==> src/rtl/maxpool_sa_pkg.sv <==
// Shared types and geometry constants for the 2x2/stride-2 max-pool writer
// that fills the 16-bank source buffer.
package maxpool_sa_pkg;

  typedef enum logic [1:0] {
    S_IDLE = 2'd0,
    S_RUN  = 2'd1,
    S_LAST = 2'd2
  } state_e;

  localparam int CONV1_IN_W  = 28;
  localparam int CONV2_IN_W  = 20;
  localparam int CONV1_CH    = 6;
  localparam int CONV2_CH    = 16;
  localparam int CONV1_BURST = 196;
  localparam int CONV2_BURST = 100;

  localparam int CONV1_OUT_W = CONV1_IN_W / 2;
  localparam int CONV2_OUT_W = CONV2_IN_W / 2;
  localparam int CONV1_BASE  = 0;
  localparam int CONV2_BASE  = CONV1_BURST;

  localparam logic [1:0] NTH_CONV1 = 2'd0;
  localparam logic [1:0] NTH_CONV2 = 2'd1;

  // The line buffer only has to hold one pooled row of the widest layer.
  localparam int LINE_BUF_DEPTH = CONV1_OUT_W;

endpackage

==> src/rtl/maxpool_line_buf.sv <==
// Holds the horizontal maxima of the even input row so the odd row can finish
// each 2x2 window; one write port, asynchronous read.
module maxpool_line_buf
  import maxpool_sa_pkg::*;
#(
  parameter int DATA_WIDTH = 8,
  parameter int DEPTH      = LINE_BUF_DEPTH,
  localparam int AW        = $clog2(DEPTH)
) (
  input  logic                  clk,
  input  logic                  rst_n,
  input  logic                  we_i,
  input  logic [AW-1:0]         waddr_i,
  input  logic [DATA_WIDTH-1:0] wdata_i,
  input  logic [AW-1:0]         raddr_i,
  output logic [DATA_WIDTH-1:0] rdata_o
);

  logic [DATA_WIDTH-1:0] mem_q [DEPTH];
  logic [DATA_WIDTH-1:0] mem_d [DEPTH];

  always_comb begin
    mem_d = mem_q;
    if (we_i && (int'(waddr_i) < DEPTH)) begin
      mem_d[waddr_i] = wdata_i;
    end
  end

  always_ff @(posedge clk or negedge rst_n) begin
    if (!rst_n) begin
      for (int i = 0; i < DEPTH; i++) begin
        mem_q[i] <= '0;
      end
    end else begin
      mem_q <= mem_d;
    end
  end

  assign rdata_o = mem_q[raddr_i];

endmodule

==> src/rtl/maxpool_sa_writer.sv <==
// 2x2/stride-2 max-pool over a channel-sequential pixel stream; each pooled
// value is written to bank = channel of the source buffer, last_o kicks the DMA.
module maxpool_sa_writer
  import maxpool_sa_pkg::*;
#(
  parameter int SRC_DEPTH  = 1024,
  parameter int SRC_WIDTH  = 16,
  parameter int DATA_WIDTH = 8,
  localparam int WORD_W    = $clog2(SRC_DEPTH),
  localparam int BANK_W    = $clog2(SRC_WIDTH),
  localparam int ADDR_W    = WORD_W + BANK_W
) (
  input  logic                  clk,
  input  logic                  rst_n,
  input  logic                  start,
  input  logic [1:0]            nth_conv_i,
  input  logic                  din_valid_i,
  output logic                  din_ready_o,
  input  logic [DATA_WIDTH-1:0] din_i,
  output logic                  bram_en_o,
  output logic                  bram_we_o,
  output logic [ADDR_W-1:0]     bram_addr_o,
  output logic [DATA_WIDTH-1:0] bram_din_o,
  output logic                  busy_o,
  output logic                  last_o
);

  function automatic logic [DATA_WIDTH-1:0] max_u(input logic [DATA_WIDTH-1:0] a,
                                                  input logic [DATA_WIDTH-1:0] b);
    return (a >= b) ? a : b;
  endfunction

  state_e                state_q, state_d;
  logic [4:0]            in_w_q, in_w_d;
  logic [3:0]            out_w_q, out_w_d;
  logic [BANK_W-1:0]     ch_last_q, ch_last_d;
  logic [WORD_W-1:0]     base_q, base_d;
  logic [4:0]            col_q, col_d;
  logic [4:0]            row_q, row_d;
  logic [BANK_W-1:0]     ch_q, ch_d;
  logic [DATA_WIDTH-1:0] pair_q, pair_d;
  logic                  en_q, en_d;
  logic [ADDR_W-1:0]     addr_q, addr_d;
  logic [DATA_WIDTH-1:0] din_q, din_d;
  logic                  last_q, last_d;

  logic                  lb_we;
  logic [DATA_WIDTH-1:0] lb_rdata;
  logic [DATA_WIDTH-1:0] h_max;
  logic [DATA_WIDTH-1:0] pool_max;
  logic [WORD_W-1:0]     word_idx;
  logic                  col_end, row_end, frame_end;

  maxpool_line_buf #(
    .DATA_WIDTH (DATA_WIDTH),
    .DEPTH      (LINE_BUF_DEPTH)
  ) u_line_buf (
    .clk     (clk),
    .rst_n   (rst_n),
    .we_i    (lb_we),
    .waddr_i (col_q[4:1]),
    .wdata_i (h_max),
    .raddr_i (col_q[4:1]),
    .rdata_o (lb_rdata)
  );

  assign h_max     = max_u(pair_q, din_i);
  assign pool_max  = max_u(h_max, lb_rdata);
  assign word_idx  = base_q + WORD_W'(row_q[4:1]) * WORD_W'(out_w_q) + WORD_W'(col_q[4:1]);
  assign col_end   = (col_q == in_w_q - 5'd1);
  assign row_end   = (row_q == in_w_q - 5'd1);
  assign frame_end = col_end && row_end && (ch_q == ch_last_q);

  always_comb begin
    state_d   = state_q;
    in_w_d    = in_w_q;
    out_w_d   = out_w_q;
    ch_last_d = ch_last_q;
    base_d    = base_q;
    col_d     = col_q;
    row_d     = row_q;
    ch_d      = ch_q;
    pair_d    = pair_q;
    en_d      = 1'b0;
    addr_d    = '0;
    din_d     = '0;
    last_d    = 1'b0;
    lb_we     = 1'b0;

    unique case (state_q)
      S_IDLE: begin
        if (start && (nth_conv_i == NTH_CONV1)) begin
          in_w_d    = 5'(CONV1_IN_W);
          out_w_d   = 4'(CONV1_OUT_W);
          ch_last_d = BANK_W'(CONV1_CH - 1);
          base_d    = WORD_W'(CONV1_BASE);
          col_d     = '0;
          row_d     = '0;
          ch_d      = '0;
          state_d   = S_RUN;
        end else if (start && (nth_conv_i == NTH_CONV2)) begin
          in_w_d    = 5'(CONV2_IN_W);
          out_w_d   = 4'(CONV2_OUT_W);
          ch_last_d = BANK_W'(CONV2_CH - 1);
          base_d    = WORD_W'(CONV2_BASE);
          col_d     = '0;
          row_d     = '0;
          ch_d      = '0;
          state_d   = S_RUN;
        end
      end

      S_RUN: begin
        if (din_valid_i) begin
          // Even column opens a horizontal pair; odd row closes the 2x2 window.
          if (!col_q[0]) begin
            pair_d = din_i;
          end else if (!row_q[0]) begin
            lb_we = 1'b1;
          end else begin
            en_d   = 1'b1;
            addr_d = {ch_q, word_idx};
            din_d  = pool_max;
          end

          if (col_end) begin
            col_d = '0;
            if (row_end) begin
              row_d = '0;
              ch_d  = ch_q + BANK_W'(1);
            end else begin
              row_d = row_q + 5'd1;
            end
          end else begin
            col_d = col_q + 5'd1;
          end

          if (frame_end) begin
            state_d = S_LAST;
          end
        end
      end

      S_LAST: begin
        last_d  = 1'b1;
        state_d = S_IDLE;
      end

      default: state_d = S_IDLE;
    endcase
  end

  always_ff @(posedge clk or negedge rst_n) begin
    if (!rst_n) begin
      state_q   <= S_IDLE;
      in_w_q    <= '0;
      out_w_q   <= '0;
      ch_last_q <= '0;
      base_q    <= '0;
      col_q     <= '0;
      row_q     <= '0;
      ch_q      <= '0;
      pair_q    <= '0;
      en_q      <= 1'b0;
      addr_q    <= '0;
      din_q     <= '0;
      last_q    <= 1'b0;
    end else begin
      state_q   <= state_d;
      in_w_q    <= in_w_d;
      out_w_q   <= out_w_d;
      ch_last_q <= ch_last_d;
      base_q    <= base_d;
      col_q     <= col_d;
      row_q     <= row_d;
      ch_q      <= ch_d;
      pair_q    <= pair_d;
      en_q      <= en_d;
      addr_q    <= addr_d;
      din_q     <= din_d;
      last_q    <= last_d;
    end
  end

  assign din_ready_o = (state_q == S_RUN);
  assign busy_o      = (state_q != S_IDLE);
  assign bram_en_o   = en_q;
  assign bram_we_o   = en_q;
  assign bram_addr_o = addr_q;
  assign bram_din_o  = din_q;
  assign last_o      = last_q;

endmodule

==> config.mk <==
export PLATFORM = sky130hd
export DESIGN_NAME = maxpool_sa_writer
export DESIGN_NICKNAME = d
export VERILOG_FILES = /design/src/rtl/maxpool_sa_pkg.sv /design/src/rtl/maxpool_line_buf.sv /design/src/rtl/maxpool_sa_writer.sv
export SDC_FILE = /design/constraint.sdc
export NUM_CORES = 1
export LEC_CHECK = 0
export ABC_AREA = 1
export CAP_MARGIN = 20
export CORE_MARGIN = 2
export CORE_UTILIZATION = 35
export DETAILED_ROUTE_END_ITERATION = 8
export MAX_ROUTING_LAYER = met4
export SYNTH_ARGS = -nofsm -noshare
export SYNTH_HDL_FRONTEND = slang
export SYNTH_SLANG_ARGS = --single-unit
==> constraint.sdc <==
create_clock -name clk -period 6.2 [get_ports clk]
set_input_delay 1.24 -clock clk [delete_from_list [all_inputs] [get_ports clk]]
set_output_delay 1.24 -clock clk [all_outputs]
set_load 0.02 [all_outputs]
### Yosys cells after proc, flatten, opt, wreduce, memory -nomap -nowiden

Index checks and enable logic that the tools add are counted.
W data, S select, Z words.

| word-level totals | value |
|---|---|
| input port bits | 14 |
| register bits | 183 |

| operators by class | value |
|---|---|
| $mul | 1 |
| $lt $le $gt $ge | 5 |
| add/subtract/negate cells | 6 |
| reduce and logical (&&, ||, !) cells | 17 |
| eq/ne operators | 11 |
| multiplexer cells | 53 |
| bitwise operators | 2 |

Operators by type and width:

| cell | count |
|---|---|
| $bwmux W112 | 1 |
| $mux W8 | 9 |
| $mux W14 | 4 |
| $mux W5 | 9 |
| $mux W4 | 9 |
| $bmux W8 S4 | 1 |
| $demux W8 S4 | 1 |
| $mux W10 | 2 |
| $pmux W5 S2 | 2 |
| $ge A8 B8 Y1 | 2 |
| $add A10 B4 Y10 | 1 |
| $add A10 B8 Y10 | 1 |
| $add A5 B1 Y5 const B | 2 |
| $eq A5 B5 Y1 | 2 |
| $mux W1 | 9 |
| $reduce_and A3 Y1 | 3 |
| $mul A4 B4 Y8 | 1 |
| $mux W2 | 4 |
| $pmux W4 S2 | 1 |
| $logic_and A1 B1 Y1 | 6 |
| $ne A2 B1 Y1 const B | 3 |
| $reduce_bool A2 Y1 | 3 |
| $ge A5 B5 Y1 const B | 1 |
| $lt A5 B1 Y1 const B | 1 |
| 15 further kinds | 17 |

### Longest topological paths before layout

| depth | value |
|---|---|
| depth after elaboration | 10 |
| gate-level depth with buffers | 25 |

### Hierarchy

A second synthesis with hierarchy kept.

| unflattened totals | value |
|---|---|
| cell total of the unflattened synthesis | 1177 |
| area, all modules | 8994.9 um^2 |

By module, submodules not included:

| module | cells each | times used | area each (um^2) |
|---|---|---|---|
| maxpool_line_buf | 743 | 1 | 5534.1 |
| maxpool_sa_writer | 434 | 1 | 3460.8 |

### Worst setup path after synthesis

Ideal clock, no wire load.

| timing path | value |
|---|---|
| kind | input to register |
| start point | in din_i[3] |
| end point | reg din_q[6] (netlist: bram_din_o[6]) |
| arrival | 3.918 ns |
| path buffers | 1 |
| data required time | 6.081 ns |
| slack | 2.163 ns |
| stages | 19 |
| setup time | 0.119 ns |
| cells stage by stage | inv_1 > ha_1 > nand2_1 > nor2_1 > nor2_1 > nand2_1 > nand2_1 > nand2_2 > inv_1 > o21ai_0 > inv_1 > ha_1 > a21oi_1 > nor3_1 > a211oi_1 > clkbuf_1 > nand3_1 > nand2_1 > nor2_1 |

| on the way | value |
|---|---|
| cells in the longest elaborated chain, start to end | 8 |

RTL lines:

| item | RTL line | RTL |
|---|---|---|
| start, declared | maxpool_sa_writer.sv:19 | `input logic [DATA_WIDTH-1:0] din_i,` |
| $ge A8 B8 Y1 | maxpool_sa_writer.sv:30 | `return (a >= b) ? a : b;` |
| $mux W8 | maxpool_sa_writer.sv:30 |  |
| net h_max[5] | maxpool_sa_writer.sv:49 | `logic [DATA_WIDTH-1:0] h_max;` |
| $ge A8 B8 Y1 | maxpool_sa_writer.sv:30 |  |
| $mux W8 | maxpool_sa_writer.sv:30 |  |
| $mux W8 | maxpool_sa_writer.sv:118 | `end else if (!row_q[0]) begin` |
| $mux W8 | maxpool_sa_writer.sv:116 | `if (!col_q[0]) begin` |
| $mux W8 | maxpool_sa_writer.sv:114 | `if (din_valid_i) begin` |
| $mux W8 | maxpool_sa_writer.sv:90 | `unique case (state_q)` |
| net din_d[6] | maxpool_sa_writer.sv:44 | `logic [DATA_WIDTH-1:0] din_q, din_d;` |
| end signal, assigned | maxpool_sa_writer.sv:180 | `din_q <= din_d;` |
| end, declared | maxpool_sa_writer.sv:44 |  |

The timed path passes the listed nets, and every way through them passes these cells.
A chain may end at the register's enable or synchronous reset.

### Final worst setup path

| timing path | value |
|---|---|
| start point | in din_i[5] |
| end point | reg din_q[0] (netlist: bram_din_o[0]) |

| on the way | value |
|---|---|
| cells in the longest elaborated chain, start to end | 8 |

RTL lines:

| item | RTL line |
|---|---|
| $ge A8 B8 Y1 | maxpool_sa_writer.sv:30 |
| $mux W8 * | maxpool_sa_writer.sv:30 |
| net h_max[5] | maxpool_sa_writer.sv:49 |
| $ge A8 B8 Y1 * | maxpool_sa_writer.sv:30 |
| $mux W8 * | maxpool_sa_writer.sv:30 |
| $mux W8 * | maxpool_sa_writer.sv:118 |
| $mux W8 * | maxpool_sa_writer.sv:116 |
| $mux W8 * | maxpool_sa_writer.sv:114 |
| $mux W8 * | maxpool_sa_writer.sv:90 |
| net din_d[0] | maxpool_sa_writer.sv:44 |

The timed path passes the listed nets; every way through them passes the cells marked *.

==> impl_metrics.ini <==
[sta]
rsz0062_at_grt = false
min_period_ns = 4.74
slew_headroom_pct = 36.4
fmax_ghz = 0.211
drv_slew = 0
tns_ns = 0
worst_pin_slew_ns = 0.953
final_hold_viol_count = 0
setup_viol = 0
clock_skew_ns = 0.00913
fin_crit_sh_pct = 76.5

[critical_path]
slowest_stage = a211oi_1
required_ns = 6.56
endpoint_kind = flip-flop
path_max_fanout = 15
path_common_cell = nand2_1
r2r_start = col_q[2]
reg2reg_slack_ns = 2.29
worst_r2r_path_depth = 14
path_class = in -> reg
rr_endpoint = bram_din_o[0]
worst_setup_path_start_kind = input port
max_stage_delay_ns = 0.72
cp_cell_sequence = clkdlybuf4s50_1 > inv_1 > ha_1 > a21oi_1 > nor2_1 > nor2_1 > nand2_2 > inv_1 > nand2_1 > o21ai_1 > buf_4 > inv_1 > ha_1 > a21oi_1 > nor3_1 > a211oi_1 > nand2_1 > nand2_1 > nand2_1 > nor2_1
arrival_ns = 5.11

[yosys]
ys_dominant_reg_cell = dfrtp_1
ys_async_sr_fraction_pct = 100
synth.distinct_cells = 47
ys_ff_latch = 163
avgSynthCellArea_um2 = 8.88
synth_edf_count = 0
synth_nets = 980
ys_seq_area_share_pct = 49.9
syn_area_um2 = 8180
yosys_warnings = 0
syn_inst = 921

[floorplan]
io-pin-count = 41
die_x_um = 157
num_rows = 55
core-area_um2 = 22800
dieArea_um2 = 24600
start_util_pct = 35.9
die_height_um = 157

[clock_network]
h-tree-depth = 4
cts_tree = built
cts_root_buf = clkbuf_16
numCtsBuffers = 17
cts_setup_buffers = 0
cts.sinks = 163
cts_hold_buf = 0
clk_latency_ns = 0.43
path_clk_slew_ns = 0.06
post_cts_resize_count = 0
cts_buffer_depth = 2

[cells_and_area]
final_util_pct = 41.3
n_antenna_cell = 0
mostFrequentLayoutCells = 234 x nand2_1, 163 x dfrtp_1, 89 x o21ai_0, 67 x inv_1, 56 x o21ai_1
syn_to_final_growth_pct = 15.2
final_area_um2 = 9420
nFillCells = 2272
drive_gt1_share_pct = 9.69
fin_nets = 1017
final_common_cell = nand2_1

[global_route]
antenna_found_initial = 0
grt_pass1_vias = 5957
gr-usage-all-layers_pct = 17.3
grt_max_degree = 164
overflow = 0
grt_first_pass_wirelength_mm = 32.2

[hold_path]
min_to = u_line_buf.mem_q[17]
hold_depth = 2
min_from = u_line_buf.mem_q[17]
hold_path.class = reg -> reg

[detailed_routing]
highest-signal-layer = met4
ant_nets = 0
drt_iter0_drc = 520
post_drt_wl_per_cell_um = 15.0
drt_pass1_iterations = 5
met3WireLength_um = 512
viasPerCell = 4.91
routed_wl_mm = 19.3
wl_met1_mm = 9.96
drc = 0
num_vias = 6295
dr_wl_met2_mm = 8.58

[power]
vdd_drop_max_mv = 0.258
leakagePower_uw = 0.00446
p_per_area_nw_per_um2 = 407
finalPower_uw = 3830

[placed_design]
gp_routability_congestion = 0.789
dpl_cell_area_um2 = 8870
io_buffers = 40
hpwl_mm = 12.8

[run_status]
status = completed

[flow_run]
drv_cap = 0
==> state kept, by name, summed over array words and instances (netlist names), 4 cells and up <==
| name | flops |
|---|---|
| ch_q | 4 |
| u_line_buf.mem_q | 112 |
| bram_addr_o | 14 |
| row_q | 5 |
| pair_q | 8 |
| bram_din_o | 8 |
| col_q | 5 |
==> critical path: cells and delay by family <==
| kind | cells | cell delay [ns] |
|---|---|---|
| compound gates | 4 | 1.07 |
| buf+inv | 5 | 1.07 |
| simple gates | 9 | 1.09 |
| fa+ha+maj | 2 | 0.62 |
==> cell usage after synthesis, drive strengths merged, types with 5 or more instances <==
library cell,count,share of area [%]
clkbuf,15,0.72
nand3,24,1.5
o21ai,151,9.6
a22oi,35,3.2
inv,77,3.5
a21oi,31,2.0
buf,22,2.1
nor2,54,3.2
nor3,11,0.99
a21boi,7,0.64
nand2,248,12
nand4,5,0.38
dfrtp,163,50
ha,41,6.3
==> layout make-up <==
type / instances / area [um^2] / share of cell area (%)
sequential: 163 / 4080 / 43.3
timing repair buffer: 55 / 527 / 5.59
clock buffer: 23 / 478 / 5.08
clock inverter: 8 / 70.1 / 0.744
multi-input combinational: 644 / 3580 / 38.0
tap: 313 / 392 / 4.16
inverter: 77 / 289 / 3.07
==> worst max-delay path by stage <==
stage,slack [ns],to,startpoint
after global routing,1.02,bram_din_o[0],din_i[3]
after global placement,1.06,bram_din_o[0],din_i[5]
after CTS,1.46,bram_din_o[0],din_i[5]
final,1.46,bram_din_o[0],din_i[5]
after detailed placement,0.99,bram_din_o[0],din_i[5]
after floorplan,2.16,bram_din_o[6],din_i[3]
==> metal layers <==
layer / vias up / global-route usage [%]
li1: 3150 / -
met1: 3030 / 24.6
met2: 100 / 25.5
met3: 15 / 2.05
met4: 0 / 5.94
met5: - / -
==> cell families (layout without fill, tap and decap cells) <==
kind of cell	count (synthesis)	in the layout	share of synthesized area, %
buf+inv	114	163	6.31
simple gates	353	353	18.8
flops	163	163	49.9
compound gates	243	243	17.4
fa+ha+maj	45	45	7.25
xor+xnor	3	3	0.321
==> power breakdown <==
group / internal, uW / switching [uW] / leakage [uW]
Sequential: 1240 / 137 / 0.00221
Clock: 549 / 439 / 0.000262
Combinational: 503 / 969 / 0.00199
==> metrics by stage <==
| stage | hold slack [ns] | setup WS (ns) | std cells |
|---|---|---|---|
| floorplan | 0.453 | 2.16 | 921 |
| global placement | 0.466 | 1.06 | 1252 |
| detailed placement | 0.469 | 0.989 | 1252 |
| CTS | 0.483 | 1.46 | 1283 |
| global route | 0.504 | 1.02 | 1283 |
| finish | 0.485 | 1.46 | 1283 |
Power figures use the tool's default switching activity.
